**config.mk**
```make
export PLATFORM = sky130hd
export DESIGN_NAME = mem_arbiter_flat
export DESIGN_NICKNAME = d
export VERILOG_FILES = /design/src/rtl/mem_arbiter_if.sv /design/src/rtl/mem_arbiter.sv /design/src/flat_wrapper.sv
export SDC_FILE = /design/constraint.sdc
export NUM_CORES = 1
export LEC_CHECK = 0
export ABC_AREA = 1
export BUFFER_PORTS_ARGS = -buffer_cell sky130_fd_sc_hd__buf_2
export CORE_AREA = 2 2 70 72
export DETAILED_ROUTE_END_ITERATION = 10
export DIE_AREA = 0 0 72 74
export HOLD_SLACK_MARGIN = 0.03
export PLACE_DENSITY = 0.81
export SYNTH_ARGS = -nofsm -noshare
export SYNTH_HDL_FRONTEND = slang
export SYNTH_SLANG_ARGS = --single-unit
```
**constraint.sdc**
```tcl
create_clock -name clk -period 2.06 [get_ports clk]
set_input_delay 0.103 -clock clk [delete_from_list [all_inputs] [get_ports clk]]
set_output_delay 0.103 -clock clk [all_outputs]
set_load 0.02 [all_outputs]
```
**src/rtl/mem_arbiter_if.sv**
```systemverilog
// Requester/memory bundle for the 3-way memory arbiter.
// slave is the arbiter's view; master is the requester/memory side.
interface mem_arbiter_if;
    logic [2:0]  req;
    logic [2:0]  lock;
    logic [2:0]  req_we;
    logic [47:0] req_addr;
    logic [47:0] req_wdata;
    logic [2:0]  gnt;
    logic [2:0]  ack;
    logic [15:0] rdata;
    logic [15:0] mem_addr;
    logic [15:0] mem_wdata;
    logic        mem_we;
    logic [15:0] mem_rdata;
    logic        busy;
    logic [1:0]  owner;

    modport slave (
        input  req, lock, req_we, req_addr, req_wdata, mem_rdata,
        output gnt, ack, rdata, mem_addr, mem_wdata, mem_we, busy, owner
    );

    modport master (
        output req, lock, req_we, req_addr, req_wdata, mem_rdata,
        input  gnt, ack, rdata, mem_addr, mem_wdata, mem_we, busy, owner
    );
endinterface

```
**src/rtl/mem_arbiter.sv**
```systemverilog
// Round-robin arbiter sharing one single-cycle memory port among 3 requesters.
// Latency: ACC one cycle after req, ack one cycle later; locked bursts capped at BURST_MAX.
module mem_arbiter #(
    parameter int unsigned BURST_MAX = 8
) (
    input  logic          clk,
    input  logic          rst,
    mem_arbiter_if.slave  bus
);
    localparam logic [1:0] S_IDLE = 2'd0;
    localparam logic [1:0] S_ACC  = 2'd1;
    localparam logic [1:0] S_RSP  = 2'd2;
    localparam logic [4:0] BMAX   = 5'(BURST_MAX);

    logic [1:0]  state_q, state_d;
    logic [1:0]  owner_q, owner_d;
    logic [1:0]  last_q, last_d;
    logic [3:0]  burst_q, burst_d;
    logic        we_q;
    logic [1:0]  pick;
    logic [1:0]  cand;
    logic        found;
    logic [4:0]  burst_inc;
    logic [15:0] own_addr, own_wdata;
    logic        own_we, own_req, own_lock;
    logic [2:0]  own_onehot;

    always_comb begin
        own_addr  = 16'h0;
        own_wdata = 16'h0;
        own_we    = 1'b0;
        own_req   = 1'b0;
        own_lock  = 1'b0;
        case (owner_q)
            2'd0: begin
                own_addr  = bus.req_addr[15:0];
                own_wdata = bus.req_wdata[15:0];
                own_we    = bus.req_we[0];
                own_req   = bus.req[0];
                own_lock  = bus.lock[0];
            end
            2'd1: begin
                own_addr  = bus.req_addr[31:16];
                own_wdata = bus.req_wdata[31:16];
                own_we    = bus.req_we[1];
                own_req   = bus.req[1];
                own_lock  = bus.lock[1];
            end
            2'd2: begin
                own_addr  = bus.req_addr[47:32];
                own_wdata = bus.req_wdata[47:32];
                own_we    = bus.req_we[2];
                own_req   = bus.req[2];
                own_lock  = bus.lock[2];
            end
            default: ;
        endcase
    end

    // Round-robin scan starting just past the last owner.
    always_comb begin
        pick  = 2'd0;
        found = 1'b0;
        cand  = (last_q == 2'd2) ? 2'd0 : last_q + 2'd1;
        for (int i = 0; i < 3; i++) begin
            if (!found && bus.req[cand]) begin
                pick  = cand;
                found = 1'b1;
            end
            cand = (cand == 2'd2) ? 2'd0 : cand + 2'd1;
        end
    end

    always_comb begin
        state_d   = state_q;
        owner_d   = owner_q;
        last_d    = last_q;
        burst_d   = burst_q;
        burst_inc = {1'b0, burst_q} + 5'd1;
        case (state_q)
            S_IDLE: begin
                burst_d = 4'd0;
                if (found) begin
                    state_d = S_ACC;
                    owner_d = pick;
                    last_d  = pick;
                end
            end
            S_ACC: state_d = S_RSP;
            S_RSP: begin
                burst_d = burst_inc[3:0];
                // Pointer already equals the owner, so a forced release scans others first.
                if (own_lock && own_req && (burst_inc < BMAX)) state_d = S_ACC;
                else                                          state_d = S_IDLE;
            end
            default: state_d = S_IDLE;
        endcase
    end

    always_ff @(posedge clk or negedge rst) begin
        if (!rst) begin
            state_q <= S_IDLE;
            owner_q <= 2'd0;
            last_q  <= 2'd2;
            burst_q <= 4'd0;
            we_q    <= 1'b0;
        end else begin
            state_q <= state_d;
            owner_q <= owner_d;
            last_q  <= last_d;
            burst_q <= burst_d;
            if (state_q == S_ACC) we_q <= own_we;
        end
    end

    always_comb begin
        own_onehot    = 3'b001 << owner_q;
        bus.gnt       = (state_q != S_IDLE) ? own_onehot : 3'b000;
        bus.ack       = (state_q == S_RSP)  ? own_onehot : 3'b000;
        bus.rdata     = (state_q == S_RSP && !we_q) ? bus.mem_rdata : 16'h0;
        bus.mem_we    = (state_q == S_ACC) ? own_we    : 1'b0;
        bus.mem_addr  = (state_q == S_ACC) ? own_addr  : 16'h0;
        bus.mem_wdata = (state_q == S_ACC) ? own_wdata : 16'h0;
        bus.busy      = (state_q != S_IDLE);
        bus.owner     = owner_q;
    end
endmodule

```
**src/flat_wrapper.sv**
```systemverilog
// flat-port wrapper written by rule: the top's interface ports become plain ports
module mem_arbiter_flat 
#(
    parameter int unsigned BURST_MAX = 8
)
  (clk, rst, bus_req, bus_lock, bus_req_we, bus_req_addr, bus_req_wdata, bus_mem_rdata, bus_gnt, bus_ack, bus_rdata, bus_mem_addr, bus_mem_wdata, bus_mem_we, bus_busy, bus_owner);
  mem_arbiter_if bus_i ();
  input  logic clk;
  input  logic rst;
  input wire logic [$bits(bus_i.req)-1:0] bus_req;
  input wire logic [$bits(bus_i.lock)-1:0] bus_lock;
  input wire logic [$bits(bus_i.req_we)-1:0] bus_req_we;
  input wire logic [$bits(bus_i.req_addr)-1:0] bus_req_addr;
  input wire logic [$bits(bus_i.req_wdata)-1:0] bus_req_wdata;
  input wire logic [$bits(bus_i.mem_rdata)-1:0] bus_mem_rdata;
  output wire logic [$bits(bus_i.gnt)-1:0] bus_gnt;
  output wire logic [$bits(bus_i.ack)-1:0] bus_ack;
  output wire logic [$bits(bus_i.rdata)-1:0] bus_rdata;
  output wire logic [$bits(bus_i.mem_addr)-1:0] bus_mem_addr;
  output wire logic [$bits(bus_i.mem_wdata)-1:0] bus_mem_wdata;
  output wire logic [$bits(bus_i.mem_we)-1:0] bus_mem_we;
  output wire logic [$bits(bus_i.busy)-1:0] bus_busy;
  output wire logic [$bits(bus_i.owner)-1:0] bus_owner;
  assign bus_i.req = bus_req;
  assign bus_i.lock = bus_lock;
  assign bus_i.req_we = bus_req_we;
  assign bus_i.req_addr = bus_req_addr;
  assign bus_i.req_wdata = bus_req_wdata;
  assign bus_i.mem_rdata = bus_mem_rdata;
  assign bus_gnt = bus_i.gnt;
  assign bus_ack = bus_i.ack;
  assign bus_rdata = bus_i.rdata;
  assign bus_mem_addr = bus_i.mem_addr;
  assign bus_mem_wdata = bus_i.mem_wdata;
  assign bus_mem_we = bus_i.mem_we;
  assign bus_busy = bus_i.busy;
  assign bus_owner = bus_i.owner;
  mem_arbiter #(.BURST_MAX(BURST_MAX)) u_core (.clk(clk), .rst(rst), .bus(bus_i));
endmodule
```
After elaboration in Yosys (flattened, before gate mapping)
Cells that the tools add are included.
{"block": "op_classes", "shift": 1, "eq_ne": 8, "div": 0, "reduce_logical": 13, "add_sub_neg": 4, "n_mux": 30, "magnitude_cmp": 4, "bitwise": 0, "mul": 0}
{"cell": "16-bit case mux with 3 select lines", "n": 2}
{"cell": "16-bit 2-to-1 mux", "n": 3}
{"cell": "2-bit 2-to-1 mux", "n": 7}
{"cell": "2-bit equality test, second input constant", "n": 5}
{"cell": "2-bit by 3-bit < comparator with 1-bit output, second input constant", "n": 3}
{"cell": "1-bit case mux with 3 select lines", "n": 3}
{"cell": "1-bit 2-to-1 mux", "n": 8}
{"cell": "4-bit case mux with 2 select lines", "n": 1}
{"cell": "2-bit by 1-bit adder with 2-bit output, second input constant", "n": 3}
{"cell": "1-bit binary-select mux with 2-bit select", "n": 3}
{"cell": "3-bit 2-to-1 mux", "n": 2}
{"cell": "2-bit case mux with 3 select lines", "n": 1}
{"cell": "4-bit by 1-bit adder with 5-bit output, second input constant", "n": 1}
{"cell": "1-bit logical AND", "n": 5}
{"cell": "5-bit by 4-bit < comparator with 1-bit output, second input constant", "n": 1}
{"cell": "2-bit by 1-bit equality test with 1-bit output, second input constant", "n": 2}
{"cell": "2-bit logical NOT", "n": 2}
{"cell": "2-bit nonzero test", "n": 2}
{"cell": "1-bit logical NOT", "n": 3}
{"cell": "1-bit by 2-bit << shifter with 3-bit output, first input constant", "n": 1}
{"cell": "2-bit by 1-bit != test with 1-bit output, second input constant", "n": 1}
{"cell": "2-bit AND reduction", "n": 1}
{"block": "totals", "inputBits": 123, "reg_bits": 11, "wordCells": 65, "memories": 0, "ram_bits": 0, "mem_bits_ro": 0, "latch_bits": 0, "out_inout_bits": 58}

Longest topological paths before layout
{"block": "logic_depth", "word_depth": 13, "ltp_mapped": 10}

Worst setup path after synthesis
Ideal clock, no wire load.
{"block": "synth_path", "path_type": "reg-to-output", "from": "register u_core.owner_q[1], in the netlist u_core.bus.owner[1]", "to": "output port bus_ack[0]", "path_buffers": 1, "required_time_ps": 1957, "slack_ps": 637, "stages_incl_launch_ff": 5, "arrival_time_ps": 1320, "path_cell_list": "dfrtp_1 nor2_2 buf_2 inv_1 nor2_1"}
{"block": "synth_via", "elab_chain_cells": 2}
{"item": "from (decl)", "line": "mem_arbiter.sv:16", "text": "logic [1:0] owner_q, owner_d;"}
{"item": "from (signal assigned)", "line": "mem_arbiter.sv:109", "text": "owner_q <= owner_d;"}
{"item": "1-bit by 2-bit << shifter with 3-bit output", "line": "mem_arbiter.sv:117", "text": "own_onehot = 3'b001 << owner_q;"}
{"item": "3-bit 2-to-1 mux", "line": "mem_arbiter.sv:119", "text": "bus.ack = (state_q == S_RSP) ? own_onehot : 3'b000;"}
{"item": "to (decl)", "line": "flat_wrapper.sv:17", "text": "output wire logic [$bits(bus_i.ack)-1:0] bus_ack;"}
No other way between the ends.

==> flow_summary.toml <==
[run_status]
outcome = "completed"

[grt]
grt_first_pass_wirelength_um = 8797
grt_max_degree = 37
grt_usage = 0.1977
grt_overflow_total = 0
antenna_found_initial = 0
grt_pass1_vias = 2075

[critical_path]
r2r_slack_ps = 610
endpoint = "bus_mem_wdata[8]"
critPathArrivalTime_ps = 1740
crit_type = "flop to primary output"
worstSetupEndpointType = "primary output"
worstSetupStartpoint = "u_core.last_q[0]"
startpoint_type = "flop"
required_ps = 1960
crit_fanout = 19
rr_worst_depth = 9
r2r_end = "u_core.bus.owner[1]"
timing.rr.start = "u_core.last_q[1]"

[clock_tree]
clock-sinks = 10
post_cts_buffers = 0
cts.htree.levels = 1
cts_buffer_depth = 2
insertion_delay_ps = 230
tritoncts = "yes"
cts.root.buffer_cell = "clkbuf_8"
numCtsBuffers = 3
clk_pin_slew_ps = 50

[timing]
slew_violations = 0
tns_ps = 0
hold_violations = 0
period_share = 0.8949
rsz0062_at_grt = "false"
clock_skew_ps = 0.7358
layout_min_cycle_time_ps = 1843
finalSetupViolations = 0
clock.fmax_mhz = 542.5
worstMarginPinSlew_ps = 539.4
slew_headroom = 0.6394

[cells_and_area]
fin_area_um2 = 2681
drive_above_1_share = 0.3939
finalNetCount = 648
area_growth_pct = 60.28
n_antenna_cell = 0
fin_cells = 577
final_core_util = 0.5831

[logic_synthesis]
yosys.area.top_type = "nand2_1"
yosysMostFrequentCell = "nand2_1"
synth_common_cells = "163 x nand2_1, 61 x inv_1, 46 x nand3_1, 29 x nor2_1, 13 x buf_2"
avgSynthCellArea_um2 = 4.835
ys_ff_latch = 10
ys.flop_type = "dfrtp_1"
syn_inst = 346
synth_area_um2 = 1673
synth.area.top_cells = "nand2_1 37%, nand3_1 14%, inv_1 14%, dfrtp_1 13%, nor2_1 6.5%"
async_flop_share = 1.000
synth_fp_nets = 470
yosysTopAreaCellShare = 0.3657
seq_area_frac_synth = 0.1503
synth_edf_count = 0
synth_cell_types = 19
yosysWarningCount = 0

[die]
die_w_um = 72
die_y_um = 74
start_util = 0.3638
dieArea_um2 = 5328
pin_count = 181
core_area_um2 = 4598
rows = 25

[power]
totalPowerFinal_uw = 3216
p_leak_uw = 0.001982
ir_worst_vdd_v = 0.0006129
power_density_nw_per_um2 = 1199

[place]
hpwl_um = 4745
placed_cell_area_um2 = 2610
io_buffers = 180
place_congestion = 0.8618
dp.cells = 572

[routing]
drc = 0
drt_iter0_markers = 190
ant_nets = 0
first_pass_iters = 4
routed_via_density = 4.560
via_count = 2631
drt-total-wl_um = 5958
routedWlPerCell_um = 10.33

[job]
maxCapViolCount = 0

[worst_hold_path]
hp-class = "input port to flop"
## registers in the layout (all words and copies together), names as in the netlist
name	count
u_core.burst_q	4
u_core.last_q	2
u_core.state_q	2
u_core.bus.owner	1
u_core.we_q	1
## area by class of cell
class | count | area, um^2
inverters | 65 | 249.0
fillers | 458 | 1917
flip-flops and latches | 10 | 252.7
well taps | 54 | 67.56
clock buffers | 4 | 55.05
repair buffers | 188 | 963.4
multi-input cells | 256 | 1094
## worst max-delay path, cell delays in order, from the launching register on
cell	delay, ps
dfrtp_2	480
inv_1	80
nand2_1	120
inv_4	220
buf_4	210
nand2_1	70
nand3_1	70
nand2_1	50
inv_1	50
buf_2	150
## what timing repair did
action / CTS / global route
hold buffers: 1 / 0
endpoints found under the hold margin: 10 / 0
setup endpoints to repair: 0 / 17
resized for setup: 0 / 5
## routing by layer
layer | routed length, um | share of wire | track usage | up-vias
met5 | 0 | 0 | 0 | -
met4 | 14 | 0.0023 | 0.03983 | 0
met3 | 520 | 0.087 | 0.01897 | 2
met2 | 3054 | 0.51 | 0.3755 | 129
met1 | 2369 | 0.40 | 0.2436 | 1125
li1 | - | - | - | 1375
## logic make-up (layout without fill, tap and decap cells)
group | count (synthesis) | in the layout | synth area share
flops | 10 | 10 | 0.1503
buf+inv | 80 | 257 | 0.1960
xor+xnor | 2 | 2 | 0.01047
simple gates | 248 | 248 | 0.6178
compound gates | 5 | 5 | 0.01795
fa+ha+maj | 1 | 1 | 0.007478
## how the worst min path moves through the flow
stage	depth (start not counted)	slack [ps]	from	end
after floorplan	0	-190	rst	u_core.burst_q[0]
after global placement	1	-30	rst	u_core.burst_q[2]
after detailed placement	1	-30	rst	u_core.we_q
after CTS	5	220	bus_req[1]	u_core.last_q[0]
after global routing	5	240	bus_req[1]	u_core.last_q[0]
final	5	210	bus_req[1]	u_core.last_q[0]
## where the power goes
part           internal [uW]  leakage, uW  switching (uW)
Combinational            872      0.00183            1710
Sequential               277     0.000127             109
Clock                    168    0.0000288            79.4
Total                   1320      0.00198            1900
## cell usage in the layout, fill, tap and decap left out, types with 2 or more instances in the layout
cell type,count
inv_4,2
nand3_2,4
buf_2,180
xor2_1,2
dfrtp_1,8
clkbuf_8,4
inv_2,2
o21ai_0,3
nor2_2,4
inv_1,61
nand2_1,163
buf_4,7
nor2_1,29
nand3_1,46
## through the flow
stage	hold slack (ps)	worst slack, ps
finish	213.9	216.5
global route	235.9	65.43
floorplan	-192.6	636.8
CTS	216.0	52.47
global placement	-27.82	372.4
detailed placement	-28.68	313.0
No activity file was read; power rests on OpenSTA's default activity.
